--- src/rtl/seg7_scan_capture.sv ---
// -----------------------------------------------------------------------------
// seg7_scan_capture
//
// Purpose:
//   Passive monitor for a multiplexed 4-digit 7-segment display.
//   - Samples the segment bus and the digit enables once per clk_1khz edge.
//   - Rebuilds the DK1..DK4 scan into a frame.
//   - Delivers each frame with a valid/ack handshake.
//   - Flags scan-order errors, overruns and a stale (no recent frame) condition.
//
// Ports:
//   clk_1khz     in   scan clock; every register samples on its rising edge
//   rst          in   asynchronous active-high reset
//   seg[6:0]     in   segment bus, gfedcba order, 1 = lit
//   an[3:0]      in   digit enable, one-hot active-high; 4'b1000 = DK1 (leftmost)
//   frame_ack    in   consumer acknowledge for frame_valid
//   dk1..dk4     out  raw segment patterns of the last delivered frame
//   code1..code4 out  decoded digits (0-9, A = blank, F = unknown pattern)
//   frame_valid  out  new frame available; held until acknowledged
//   overrun      out  sticky: a frame was delivered while frame_valid was pending
//   scan_err     out  one-cycle pulse on an illegal or out-of-order enable
//   stale        out  STALE_LIMIT or more cycles since the last completed frame
//
// Configuration:
//   SEG7_CAPTURE_CHANGE_ONLY_EN
//     - When defined, a completed frame identical to the held dk1..dk4 is not
//       delivered, but it still clears the stale counter.
// -----------------------------------------------------------------------------
`timescale 1ns / 1ps

module seg7_scan_capture #(
  parameter int unsigned STALE_LIMIT = 8
) (
  input  logic       clk_1khz,
  input  logic       rst,
  input  logic [6:0] seg,
  input  logic [3:0] an,
  input  logic       frame_ack,
  output logic [6:0] dk1,
  output logic [6:0] dk2,
  output logic [6:0] dk3,
  output logic [6:0] dk4,
  output logic [3:0] code1,
  output logic [3:0] code2,
  output logic [3:0] code3,
  output logic [3:0] code4,
  output logic       frame_valid,
  output logic       overrun,
  output logic       scan_err,
  output logic       stale
);

  localparam int unsigned CntW = (STALE_LIMIT > 0) ? $clog2(STALE_LIMIT + 1) : 1;
  localparam logic [CntW-1:0] StaleMax = CntW'(STALE_LIMIT);

  typedef enum logic [1:0] {
    StIdle,
    StGot1,
    StGot2,
    StGot3
  } state_e;

  // Pattern -> digit. Blank is 4'hA so an unlit digit stays distinguishable
  // from an unrecognised pattern (4'hF).
  function automatic logic [3:0] decode_seg(input logic [6:0] p);
    logic [3:0] d;
    case (p)
      7'b0111111: d = 4'h0;
      7'b0000110: d = 4'h1;
      7'b1011011: d = 4'h2;
      7'b1001111: d = 4'h3;
      7'b1100110: d = 4'h4;
      7'b1101101: d = 4'h5;
      7'b1111101: d = 4'h6;
      7'b0000111: d = 4'h7;
      7'b1111111: d = 4'h8;
      7'b1101111: d = 4'h9;
      7'b0000000: d = 4'hA;
      default:    d = 4'hF;
    endcase
    return d;
  endfunction

  state_e     r_state;
  logic [6:0] r_sh1;
  logic [6:0] r_sh2;
  logic [6:0] r_sh3;
  logic       r_scan_err;

  logic [6:0] r_dk1;
  logic [6:0] r_dk2;
  logic [6:0] r_dk3;
  logic [6:0] r_dk4;
  logic [3:0] r_code1;
  logic [3:0] r_code2;
  logic [3:0] r_code3;
  logic [3:0] r_code4;
  logic       r_frame_valid;
  logic       r_overrun;

  logic [CntW-1:0] r_stale_cnt;

  logic w_an_zero;
  logic w_an_onehot;
  logic w_complete;
  logic w_deliver;

  assign w_an_zero   = (an == 4'b0000);
  // Clearing the lowest set bit leaves zero only for a single set bit.
  assign w_an_onehot = !w_an_zero && ((an & (an - 4'd1)) == 4'b0000);
  assign w_complete  = (r_state == StGot3) && (an == 4'b0001);

`ifdef SEG7_CAPTURE_CHANGE_ONLY_EN
  logic w_same;
  assign w_same    = ({r_sh1, r_sh2, r_sh3, seg} == {r_dk1, r_dk2, r_dk3, r_dk4});
  assign w_deliver = w_complete && !w_same;
`else
  assign w_deliver = w_complete;
`endif

  // Assembly FSM. DK1 restarts a scan from any state; in idle, other digits
  // are skipped quietly so capture can start in the middle of a scan.
  always_ff @(posedge clk_1khz or posedge rst) begin
    if (rst) begin
      r_state    <= StIdle;
      r_sh1      <= 7'b0000000;
      r_sh2      <= 7'b0000000;
      r_sh3      <= 7'b0000000;
      r_scan_err <= 1'b0;
    end else begin
      r_scan_err <= 1'b0;
      if (!w_an_zero) begin
        if (!w_an_onehot) begin
          r_scan_err <= 1'b1;
          r_state    <= StIdle;
        end else if (an == 4'b1000) begin
          r_state <= StGot1;
          r_sh1   <= seg;
        end else begin
          case (r_state)
            StIdle: begin
              r_state <= StIdle;
            end
            StGot1: begin
              if (an == 4'b0100) begin
                r_state <= StGot2;
                r_sh2   <= seg;
              end else begin
                r_scan_err <= 1'b1;
                r_state    <= StIdle;
              end
            end
            StGot2: begin
              if (an == 4'b0010) begin
                r_state <= StGot3;
                r_sh3   <= seg;
              end else begin
                r_scan_err <= 1'b1;
                r_state    <= StIdle;
              end
            end
            StGot3: begin
              // 0001 completes the frame; DK4 is taken straight from seg.
              if (an != 4'b0001) begin
                r_scan_err <= 1'b1;
              end
              r_state <= StIdle;
            end
            default: begin
              r_state <= StIdle;
            end
          endcase
        end
      end
    end
  end

  // Frame delivery and handshake. A new frame wins over a same-cycle ack, and
  // overrun only records frames that overwrite one nobody acknowledged.
  always_ff @(posedge clk_1khz or posedge rst) begin
    if (rst) begin
      r_dk1         <= 7'b0000000;
      r_dk2         <= 7'b0000000;
      r_dk3         <= 7'b0000000;
      r_dk4         <= 7'b0000000;
      r_code1       <= 4'hA;
      r_code2       <= 4'hA;
      r_code3       <= 4'hA;
      r_code4       <= 4'hA;
      r_frame_valid <= 1'b0;
      r_overrun     <= 1'b0;
    end else begin
      if (w_deliver) begin
        r_dk1         <= r_sh1;
        r_dk2         <= r_sh2;
        r_dk3         <= r_sh3;
        r_dk4         <= seg;
        r_code1       <= decode_seg(r_sh1);
        r_code2       <= decode_seg(r_sh2);
        r_code3       <= decode_seg(r_sh3);
        r_code4       <= decode_seg(seg);
        r_frame_valid <= 1'b1;
        if (r_frame_valid && !frame_ack) begin
          r_overrun <= 1'b1;
        end
      end else if (frame_ack) begin
        r_frame_valid <= 1'b0;
      end
    end
  end

  // Cycles since the last completed frame, saturating at the limit.
  always_ff @(posedge clk_1khz or posedge rst) begin
    if (rst) begin
      r_stale_cnt <= '0;
    end else if (w_complete) begin
      r_stale_cnt <= '0;
    end else if (r_stale_cnt != StaleMax) begin
      r_stale_cnt <= r_stale_cnt + 1'b1;
    end
  end

  assign dk1         = r_dk1;
  assign dk2         = r_dk2;
  assign dk3         = r_dk3;
  assign dk4         = r_dk4;
  assign code1       = r_code1;
  assign code2       = r_code2;
  assign code3       = r_code3;
  assign code4       = r_code4;
  assign frame_valid = r_frame_valid;
  assign overrun     = r_overrun;
  assign scan_err    = r_scan_err;
  assign stale       = (r_stale_cnt == StaleMax);

endmodule

--- config.mk ---
export PLATFORM = sky130hd
export DESIGN_NAME = seg7_scan_capture
export DESIGN_NICKNAME = d
export VERILOG_FILES = /design/src/rtl/seg7_scan_capture.sv
export SDC_FILE = /design/constraint.sdc
export NUM_CORES = 1
export LEC_CHECK = 0
export BUFFER_PORTS_ARGS = -buffer_cell sky130_fd_sc_hd__buf_2
export CORE_MARGIN = 2
export CORE_UTILIZATION = 26
export CTS_BUF_LIST = sky130_fd_sc_hd__clkbuf_2
export DETAILED_ROUTE_END_ITERATION = 7
export RECOVER_POWER = 100
export SYNTH_ARGS = -nofsm -noshare
export SYNTH_HDL_FRONTEND = slang
export SYNTH_SLANG_ARGS = --single-unit
--- constraint.sdc ---
create_clock -name clk_1khz -period 2.55 [get_ports clk_1khz]
set_clock_uncertainty 0.1 [all_clocks]
set_input_delay 0.1275 -clock clk_1khz [delete_from_list [all_inputs] [get_ports clk_1khz]]
set_output_delay 0.1275 -clock clk_1khz [all_outputs]
set_load 0.03 [all_outputs]
==> results of run 1 <==
sequential cells by signal (all words and copies together), names as in the netlist:
register	cells
dk1	7
dk2	7
dk3	7
dk4	7
r_sh1	7
r_sh2	7
r_sh3	7
code1	4
code2	4
code3	4
code4	4
r_stale_cnt	4
r_state	2
frame_valid	1
overrun	1
scan_err	1
cells by family after synthesis:
kind of cell | count (synthesis)
fa+ha+maj | 2
simple gates | 186
mux | 19
xor+xnor | 6
compound gates | 68
flops | 74
buf+inv | 42
final cells by class:
type	count	area [sq um]	share of cell area, %
clock inverters	6	42.5	0.989
inverters	7	26.3	0.611
repair buffers	84	442	10.3
flip-flops and latches	74	1860	43.3
multi-input cells	281	1660	38.5
well taps	180	225	5.23
clock buffers	10	50.0	1.16
worst max-delay path, stage by stage, from the launching register on:
cell	delay [ns]
dfrtp_1	0.46
nand2b_1	0.09
nor3_1	0.17
and3_2	0.61
clkbuf_2	0.40
nor2_1	0.07
a31oi_1	0.16
synth_stat cells (all sizes together) (2+ instances only):
library cell	number
and4b	3
and3	6
buf	17
o21bai	3
nand2b	4
o22a	3
mux2	17
clkbuf	18
a21oi	8
nand2	102
inv	7
or3	2
dfrtp	66
o21ai	13
nand3b	4
o21a	3
o2111ai	3
or4	4
o32ai	4
or2	4
o22ai	4
nand4	2
nor3b	2
nor4	6
xnor2	5
a41oi	3
nor4b	2
nor3	9
nor2	22
ha	2
o32a	2
nand3	12
a221o	2
dfstp	8
a31oi	11
mux2i	2
power groups by stage:
stage               Clock (mW)  Combinational, mW  Sequential, mW
floorplan                    0              0.374            1.31
global placement             0              0.366            1.38
detailed placement           0              0.382            1.39
CTS                      0.601              0.398            1.37
global route             0.640              0.435            1.38
finish                   0.567              0.388            1.37
routing by layer:
metal,part of all wire [%],global-route usage (%)
met1,46,16.4
met2,48,19.1
met3,5.4,3.11
met4,1.1,3.84
met5,0,0
per-stage QoR:
| stage | hold slack (ns) | area [sq um] | util [%] |
|---|---|---|---|
| 2_1_floorplan | 0.0971 | 3720 | - |
| 3_3_place_gp | 0.118 | 4170 | 29.9 |
| 3_5_place_dp | 0.128 | 4170 | 29.9 |
| 4_1_cts | 0.0256 | 4410 | 31.6 |
| 5_1_grt | 0.169 | 4300 | 30.9 |
| 6_report | 0.190 | 4300 | 30.9 |
worst max-delay path by stage:
| stage | end | slack [ns] | cells past startpoint |
|---|---|---|---|
| after floorplan | code1[0]$_DFFE_PP0P_ | 0.45 | 1 |
| after global placement | code1[1]$_DFFE_PP1P_ | 0.65 | 6 |
| after global routing | code2[3]$_DFFE_PP1P_ | 0.19 | 6 |
| after CTS | code2[3]$_DFFE_PP1P_ | 0.51 | 6 |
| after detailed placement | code2[3]$_DFFE_PP1P_ | 0.53 | 6 |
| final | code2[3]$_DFFE_PP1P_ | 0.43 | 6 |
what timing repair did:
action / 4_1_cts / 5_1_grt
hold buffers: 15 / 0
endpoints found under the hold margin: 93 / 0
setup buffers: 0 / 0
==> results.cfg, run 1 <==
[outcome]
status = complete, no violations

[grt]
grt-ovfl-total = 0
first_global_vias = 2886
grt_pass1_wl_um = 14500
antenna_found_initial = 0
grtUsageTotal_pct = 12.1
grt_max_degree = 48

[placement]
gp_congestion = 0.804
placed_cells_incl_taps = 611
hpwlAfterDp_um = 6510
preCtsSetupSlack_ns = 0.528
portBuffers = 61

[die]
die_area_sq_um = 15300
rows = 43
die_w_um = 124
die_h_um = 124
core_sq_um = 13900
start_util_pct = 26.7
ios = 62

[drt]
drcViolationCount = 0
drt_iter0_drc = 249
num_vias = 3098
drtAntennaViolNets = 0
vias_per_cell = 4.83
wl_per_cell_um = 14.0
wl_um = 8970
first_pass_iters = 5

[sta]
final-hold-violation-count = 0
period_share_pct = 83.0
fmax_ghz = 0.472
slew_violations = 0
timing.final.ws_setup_ns = 0.433
rsz0062_at_grt = false
tightest_slew_ns = 1.04
final.setup.tns_ns = 0
report.final.setup_viol = 0
fin_crit_ns = 2.12
max_slew_margin_pct = 30.9

[synthesis]
synth-simple-area-share_pct = 23.9
ys_warn_count = 0
synth_area_leaders = dfrtp_1 44%, nand2_1 10%, dfstp_2 5.6%, mux2_2 5.1%, nor2_1 2.2%
synth_top_cell_area_share_pct = 44.4
synth-xor-area-share_pct = 1.41
yosysSeqAreaShare_pct = 50.0
synth_top_family_by_area = simple AND/OR/NAND/NOR gates
synth_flop_cell = dfrtp_1
synth_cells = 397
avgSynthCellArea_sq_um = 9.37
ys_ff_latch = 74
synth-compound-area-share_pct = 13.3
synthArstFlopShare_pct = 100
netlist.top_cell.by_area = dfrtp_1
yosys.area_share.adder_pct = 0.672
syn-num-nets = 413
synthDistinctLibCells = 55
syn_area_sq_um = 3720
synth_mux_area_share_pct = 5.68
synth_edf_count = 0

[setup_path]
critPathArrivalTime_ns = 2.47
r2r_cells = 6
cp.required_ns = 2.91
worstReg2RegStart = r_state[1]$_DFFE_PP0N_
r2r_setup_slack_ns = 0.43
timing.rr.end = code2[3]$_DFFE_PP1P_
path_class = reg2reg
end_kind = flip-flop
startpoint_type = flip-flop
startpoint = r_state[1]$_DFFE_PP0N_
cp_max_fo = 32

[clock_tree]
cts_tree = done
clock-sinks = 74
cts_made_buffers = 9
clkSlewWorstSetupHoldPaths_ns = 0.20
clk_latency_ns = 0.53
max-clock-path-buffers = 2
root_buffer = clkbuf_2
ctsResizeCount = 0
htreeDepth = 3

[run]
drv_cap = 0

[pwr]
peakVddDrop_mv = 0.202
leakage_nw = 1.93
power_switching_uw = 755
pwr-share-clk_pct = 24.4
p_int_mw = 1.57
power_frac_comb_pct = 16.7
p_total_mw = 2.32
power_frac_seq_pct = 58.9
swShare_pct = 32.5
power-per-cell-area_nw_per_um2 = 540

[final_layout]
antennaDiodeCount = 0
syn_to_final_growth_pct = 15.6
fin_nets = 473
fillers = 1485
drive_gt1_share_pct = 14.3
final_cell_mix = 102 x nand2_1, 66 x dfrtp_1, 55 x clkbuf_1, 22 x nor2_1, 17 x mux2_2
instances_no_fill = 642
final_common_cell = nand2_1

[worst_hold_path]
whs_path_depth = 5
hp-start = an[1]
hp-class = in2reg
worst_hold_path.endpoint = r_sh1[4]$_DFFE_PP0P_
(Power assumes the default switching activity.)
==> inputs of run 2 (changes only) <==
Clock period 2.55 ns to 2 ns, I/O delays scaled along.
==> run 2 against run 1 <==
- power up 40%
- sequential power increased by 26%
- largest cell class unchanged
- cell area up 3.5%
- global-route usage grew 0.17 points
- largest power group unchanged
==> results.cfg, run 2 (synthesized netlist as in run 1, its figures left out) <==
[outcome]
status = complete, no violations

[placement]
hpwlAfterDp_um = 6450
preCtsSetupSlack_ns = 0.182
gp_congestion = 0.873
portBuffers = 61
placed_cells_incl_taps = 612

[worst_hold_path]
worst_hold_path.endpoint = r_sh1[4]$_DFFE_PP0P_
hp-start = an[1]
whs_path_depth = 5
hp-class = in2reg

[setup_path]
slowest_delay_ns = 0.56
timing.rr.end = code1[2]$_DFFE_PP0P_
critPathArrivalTime_ns = 2.26
cp.buffers_inverters = 3
cp.required_ns = 2.35
cp_max_fo = 12
worstPathCellList = dlygate4sd3_1 > buf_4 > or4_4 > nor2_2 > nand2_1 > dlygate4sd3_1 > a31oi_1
startpoint_type = input pin
end_kind = flip-flop
cp_slowest_cell = or4_4
path_class = in2reg
cpLargestDelayFamily = buffers and inverters
worstReg2RegStart = r_sh1[6]$_DFFE_PP0P_
r2r_setup_slack_ns = 0.10
r2r_cells = 4
crit_top_cell = dlygate4sd3_1

[clock_tree]
htreeDepth = 3
max-clock-path-buffers = 2
clkSlewWorstSetupHoldPaths_ns = 0.21
cts_tree = done
cts_made_buffers = 9
root_buffer = clkbuf_2
clock-sinks = 74
clk_latency_ns = 0.53

[drt]
vias_per_cell = 4.88
wl_per_cell_um = 14.2
wl_um = 9190
first_pass_iters = 6
drtAntennaViolNets = 0
num_vias = 3152
drt_iter0_drc = 202
drcViolationCount = 0

[final_layout]
instances_no_fill = 646
multi_input_area_sq_um = 1690
antennaDiodeCount = 0
final_cell_mix = 102 x nand2_1, 66 x dfrtp_1, 50 x clkbuf_1, 20 x nor2_1
final_common_cell = nand2_1
syn_to_final_growth_pct = 19.7
fin_nets = 477
fillers = 1438
drive_gt1_share_pct = 17.0
ff_latch_area_sq_um = 1860

[die]
core_sq_um = 13900
start_util_pct = 26.7
die_h_um = 124
die_w_um = 124
rows = 43
ios = 62
die_area_sq_um = 15300

[grt]
grt-ovfl-total = 0
first_global_vias = 2919
grtUsageTotal_pct = 12.3
grt_pass1_wl_um = 14700
antenna_found_initial = 0
grt_max_degree = 75

[sta]
max_slew_margin_pct = 32.6
period_share_pct = 95.3
report.final.setup_viol = 0
rsz0062_at_grt = true
fmax_ghz = 0.524
slew_violations = 0
tightest_slew_ns = 1.01
fin_crit_ns = 1.91
timing.final.ws_setup_ns = 0.0930
final-hold-violation-count = 0

[run]
drv_cap = 0

[pwr]
leakage_nw = 1.99
peakVddDrop_mv = 0.315
power-per-cell-area_nw_per_um2 = 729
run 2: cell count changes in the layout (fill, tap and decap cells not counted), moves of 2 or more:
cell | before | now
bufinv_16 | 0 | 2
clkinv_4 | 0 | 2
dlygate4sd3_1 | 15 | 17
nor2_1 | 22 | 20
buf_4 | 0 | 6
clkbuf_1 | 55 | 50
run 2: what timing repair did:
item,in CTS,in global routing
endpoints found under the hold margin,111,0
hold buffers,17,0
setup buffers,0,1
endpoints found under the setup margin,1,3
gates resized for setup,1,9
pin swaps,0,1
run 2: final cells by class:
class | count | area share, %
Tap cell | 180 | 5.06
Timing Repair Buffer | 88 | 11.5
Clock inverter | 6 | 2.05
Multi-Input combinational cell | 281 | 37.8
Clock buffer | 10 | 1.12
Sequential cell | 74 | 41.8
Inverter | 7 | 0.674
run 2: stage by stage:
stage / power (mW) / util, % / TNS (ns) / hold slack (ns) / cell area [sq um]
after floorplan: 2.15 / - / 0 / 0.0696 / 3720
after global placement: 2.24 / 30.2 / 0 / 0.142 / 4200
after detailed placement: 2.27 / 30.2 / 0 / 0.154 / 4200
after CTS: 3.29 / 32.4 / 0 / 0.0346 / 4520
after global routing: 3.44 / 32.0 / -0.000821 / 0.219 / 4450
final: 3.25 / 32.0 / 0 / 0.233 / 4450
run 2: worst max path at each step:
stage / start / endpoint / slack, ns / cells after the start
final: seg[0] / code4[3]$_DFFE_PP1P_ / 0.09 / 7
after global routing: r_state[1]$_DFFE_PP0N_ / dk4[0]$_DFFE_PP0P_ / -0.0008 / 6
after CTS: r_stale_cnt[0]$_DFFE_PP0P_ / stale / 0.0004 / 5
after detailed placement: r_sh1[6]$_DFFE_PP0P_ / code1[0]$_DFFE_PP0P_ / 0.18 / 5
after global placement: r_sh1[6]$_DFFE_PP0P_ / code1[0]$_DFFE_PP0P_ / 0.24 / 5
after floorplan: r_sh1[5]$_DFFE_PP0P_ / code1[0]$_DFFE_PP0P_ / 0.24 / 6
run 2: per-layer routing:
metal / global-route usage, % / up-vias / share of wire, %
met5: 0 / - / 0
met4: 3.91 / 0 / 1.8
met3: 2.79 / 22 / 5.4
met2: 19.6 / 98 / 46
met1: 16.7 / 1510 / 46
li1: - / 1522 / -
run 2: power breakdown:
part           internal (mW)  switching (mW)  total (mW)
logic                  0.260           0.297       0.557
clock network          0.426           0.535       0.961
registers               1.59           0.139        1.73
total                   2.28           0.971        3.25
run 2: worst min-delay path, cell delays in order:
cell and delay, ns:
buf_2 0.21, nor4b_2 0.08, clkbuf_1 0.22, nand2_1 0.12, o21ai_0 0.07
